==> src/rtl/instruction_fetch.sv <==
// Fetch stage: owns the PC, keeps one instruction-memory read in flight and
// buffers returned words in a 2-entry FIFO that feeds the decoder.
module instruction_fetch #(
    parameter int                 ADDR_W   = 12,
    parameter logic [ADDR_W-1:0]  RESET_PC = '0
) (
    input  logic              clock,
    input  logic              reset,
    output logic              imem_req,
    output logic [ADDR_W-1:0] imem_addr,
    input  logic              imem_rvalid,
    input  logic [31:0]       imem_rdata,
    input  logic              redirect_valid,
    input  logic [ADDR_W-1:0] redirect_pc,
    output logic [31:0]       instruction,
    output logic [ADDR_W-1:0] instr_pc,
    output logic              instr_valid,
    input  logic              instr_ready,
    output logic              fsm_state
);

    typedef enum logic {REQ = 1'b0, WAIT = 1'b1} state_t;

    localparam logic [ADDR_W-1:0] PC_ONE = {{(ADDR_W-1){1'b0}}, 1'b1};

    state_t            state, state_next;
    logic [ADDR_W-1:0] fetch_pc, fetch_pc_next;
    logic [ADDR_W-1:0] addr_q, addr_inc, issue_addr;
    logic              drop, drop_next;
    logic [1:0]        count, count_next, occupancy;
    logic              rd_ptr, wr_ptr;
    logic [31:0]       word_mem [2];
    logic [ADDR_W-1:0] pc_mem [2];
    logic              pop, push, issue, room;

    // Decoder handshake: a word transfers on any cycle where instr_valid and
    // instr_ready are both high; instr_valid never depends on instr_ready.
    assign instr_valid = (count != 2'd0);
    assign instruction = word_mem[rd_ptr];
    assign instr_pc    = pc_mem[rd_ptr];
    assign pop         = instr_valid && instr_ready;
    assign wr_ptr      = rd_ptr ^ (count == 2'd1);
    assign addr_inc    = addr_q + PC_ONE;
    assign fsm_state   = state;

    // Words held after this cycle's pop plus the read still in flight.
    assign occupancy = count - {1'b0, pop} + {1'b0, state == WAIT};
    assign room      = (occupancy < 2'd2);

    always_comb begin
        state_next    = state;
        fetch_pc_next = fetch_pc;
        drop_next     = drop;
        push          = 1'b0;
        issue         = 1'b0;
        issue_addr    = addr_q;
        case (state)
            REQ: begin
                if (reset && room && !redirect_valid) begin
                    issue      = 1'b1;
                    issue_addr = fetch_pc;
                    state_next = WAIT;
                end
            end
            WAIT: begin
                if (imem_rvalid) begin
                    if (drop) begin
                        drop_next  = 1'b0;
                        state_next = REQ;
                    end else if (!redirect_valid) begin
                        push          = 1'b1;
                        fetch_pc_next = addr_inc;
                        if (room) begin
                            issue      = 1'b1;
                            issue_addr = addr_inc;
                        end else begin
                            state_next = REQ;
                        end
                    end else begin
                        state_next = REQ;
                    end
                end
            end
            default: state_next = REQ;
        endcase
        // A read still in flight at the redirect must be discarded on return.
        if (redirect_valid) begin
            fetch_pc_next = redirect_pc;
            if (state == WAIT && !imem_rvalid) drop_next = 1'b1;
        end
    end

    assign imem_req  = issue;
    assign imem_addr = issue ? issue_addr : addr_q;

    always_comb begin
        count_next = count + {1'b0, push} - {1'b0, pop};
        if (redirect_valid) count_next = 2'd0;
    end

    always_ff @(posedge clock or negedge reset) begin
        if (!reset) begin
            state       <= REQ;
            fetch_pc    <= RESET_PC;
            addr_q      <= '0;
            drop        <= 1'b0;
            count       <= 2'd0;
            rd_ptr      <= 1'b0;
            word_mem[0] <= '0;
            word_mem[1] <= '0;
            pc_mem[0]   <= '0;
            pc_mem[1]   <= '0;
        end else begin
            state    <= state_next;
            fetch_pc <= fetch_pc_next;
            addr_q   <= imem_addr;
            drop     <= drop_next;
            count    <= count_next;
            if (pop) rd_ptr <= ~rd_ptr;
            if (push) begin
                word_mem[wr_ptr] <= imem_rdata;
                pc_mem[wr_ptr]   <= addr_q;
            end
        end
    end

endmodule
==> config.mk <==
export PLATFORM = sky130hd
export DESIGN_NAME = instruction_fetch
export DESIGN_NICKNAME = d
export VERILOG_FILES = /design/src/rtl/instruction_fetch.sv
export SDC_FILE = /design/constraint.sdc
export NUM_CORES = 1
export LEC_CHECK = 0
export CAP_MARGIN = 20
export CORE_AREA = 3 3 103 105
export CTS_CLUSTER_DIAMETER = 30
export DETAILED_ROUTE_END_ITERATION = 6
export DIE_AREA = 0 0 106 108
export GPL_TIMING_DRIVEN = 1
export HOLD_SLACK_MARGIN = 0.15
export PLACE_DENSITY = 0.85
export SLEW_MARGIN = 20
export SYNTH_ARGS = -nofsm -noshare
export SYNTH_HDL_FRONTEND = slang
export SYNTH_SLANG_ARGS = --single-unit
==> constraint.sdc <==
create_clock -name clock -period 3.05 [get_ports clock]
set_input_delay 0.305 -clock clock [delete_from_list [all_inputs] [get_ports clock]]
set_output_delay 0.305 -clock clock [all_outputs]
set_load 0.02 [all_outputs]
==> reports/metrics.cfg <==
[run_status]
status = complete, no violations

[global_routing]
antenna_found_initial = 0
grt_max_degree = 62
grt_pass1_vias = 4110
grtUsageTotal_pct = 22.8
grt_pass1_wl_um = 20200
grt_overflow = 0

[pwr]
leakage_uw = 0.00318
ir_drop_mv = 0.547
power.density_nw_per_um2 = 1110

[sta]
rsz0062_at_grt = false
period_needed_ps = 2900
tns_ps = 0
slew_violations = 0
hold_viol = 0
setup-violations-final = 0
worst_pin_slew_ps = 756
max_freq_ghz = 0.345
finClkSkew_ps = 9.53
slew_headroom_pct = 49.6
fin_crit_sh_pct = 95.1
worst_hold_slack_ps = 355

[synthesis]
syn_avg_cell_area_um2 = 13.0
synth_cells = 421
ys_ff_latch = 117
synth-seq-area-share_pct = 53.4
synth_edf_count = 0
yosys_warnings = 0
yosysTopAreaCell = dfrtp_1
yosys-top-cells-count = 130 x mux2_2, 117 x dfrtp_1, 21 x nand2_1, 18 x o21ai_0
yosysMostFrequentCell = mux2_2
syn_nets = 472
yosys.cell_types.count = 44
synthTopCellsByArea = dfrtp_1 53%, mux2_2 27%, xnor2_1 1.8%
synth.top_cell.area_share_pct = 53.4
syn_area_um2 = 5480
synth_flop_cell = dfrtp_1
synthArstFlopShare_pct = 100

[floorplan]
dieArea_um2 = 11400
core-area_um2 = 9730
dieHeight_um = 108
pin_count = 108
start_util_pct = 56.3
fp.dieW_um = 106
rows = 36

[route]
drc = 0
drtIter0Drc = 134
wl_um = 12400
postRouteAntennaNets = 0
detail_route.wl_per_cell_um = 18.3
first_pass_iters = 4
vias_per_cell = 5.54
vias = 3765

[clocking]
root_buffer = clkbuf_8
clockBufferDepth = 2
cts_tree = done
clk_latency_ps = 510
clkTransAtPathRegs_ps = 50
h-tree-depth = 4
cts_made_buffers = 17
cts.sinks = 117

[layout]
fin_util_pct = 75.2
stdcell_area_um2 = 7310
drive_gt1_share_pct = 34.2
area_growth_pct = 33.5
nNetsFinal = 587
diodes = 0

[placement]
portBuffers = 107
hpwl_um = 8340
gp_congestion = 0.871
placed_area_um2 = 6720

[worst_setup_path]
path_max_fanout = 13
arrival_ps = 2600
endpoint_kind = primary output
critPathRequiredTime_ps = 2740
path_class = reg2out
startpoint_type = register

[flow_run]
cap_violations = 0

[hold_path]
min_path_type = in2reg

## placed cells by master (no fill, tap or decap), types with 6 or more instances in the layout
master,netlist,routed
a21oi_1,12,12
mux2_2,130,130
o21ai_0,18,18
dlygate4sd2_1,0,11
nor3b_1,7,7
clkbuf_16,0,16
dfrtp_1,117,114
clkbuf_8,0,7
xnor2_1,11,11
nand2_1,21,21
buf_4,5,13
nor2_1,13,13
a221o_1,6,6
clkdlybuf4s50_1,0,95
## layer usage
layer	vias to the layer above	part of all wire, %	wire length (um)	GRT usage [%]
met4	0	1.3	159	7.59
li1	1736	-	-	-
met3	16	6.2	768	6.39
met2	138	51	6270	39.8
met5	-	0	0	0
met1	1875	42	5210	27.5
## timing repair
item                       CTS  global route
setup endpoints to repair   11             7
hold buffers                 1             0
hold endpoints to repair    56             0
buffers inserted             0             0
gates resized for setup     15             3
pin swaps                    0             0
## area by class of cell
type | instances | area (um2)
sequential | 117 | 2930
clock inverter | 3 | 65.1
timing repair buffer | 122 | 1190
clock buffer | 27 | 512
inverter | 3 | 13.8
multi-input combinational | 275 | 2430
fill | 683 | 2420
tap | 133 | 166
## worst max-delay path, stage by stage, from the launching register on
cell	delay (ps)
dfrtp_1	450
nand2b_4	180
a2111oi_4	350
buf_4	260
a22oi_1	110
nand2_1	120
clkdlybuf4s50_1	620
## per-stage QoR
step                      std cells  power (uW)  setup slack [ps]
after floorplan                 421        4780               890
after CTS                       680        8190              86.3
final                           680        8130               149
after global routing            680        8560              8.44
after global placement          649        6140              95.5
after detailed placement        649        6290              30.1
## state kept, by name (all words and copies together), names as in the netlist, named ones only
| register | count |
|---|---|
| count | 2 |
| fetch_pc | 12 |
| word_mem | 64 |
| fsm_state | 1 |
| rd_ptr | 1 |
| pc_mem | 24 |
| addr_q | 12 |
## kinds of logic (layout without fill, tap and decap cells)
group / count (synthesis) / count (layout) / synth area share [%]
fa+ha+maj: 2 / 2 / 0.457
buf+inv: 29 / 155 / 2.67
compound gates: 53 / 53 / 6.60
flops: 117 / 117 / 53.4
simple gates: 69 / 69 / 6.56
xor+xnor: 15 / 15 / 2.40
mux: 136 / 136 / 27.9
## final timing paths
path,from,cells after the start,slack (ps),endpoint
setup / recovery,count[0]$_DFF_PN0_,6,150,imem_addr[1]
hold / removal,redirect_pc[6],3,350,fetch_pc[6]$_DFFE_PN0P_
setup reg to reg,rd_ptr$_DFFE_PN0P_,4,920,word_mem[33]$_DFFE_PN0P_
hold reg to reg,word_mem[36]$_DFFE_PN0P_,1,500,word_mem[36]$_DFFE_PN0P_
max in group asynchronous,reset,4,1240,fsm_state$_DFF_PN0_
min in group asynchronous,reset,3,540,word_mem[39]$_DFFE_PN0P_
## report_power, final
group | internal, uW | switching [uW] | leakage, uW | total, uW
Clock | 1280 | 616 | 0.000284 | 1900
Sequential | 2220 | 541 | 0.00147 | 2760
Combinational | 1900 | 1580 | 0.00143 | 3480
Total | 5400 | 2740 | 0.00318 | 8130
Note: power is estimated with default switching activity, not from simulation.
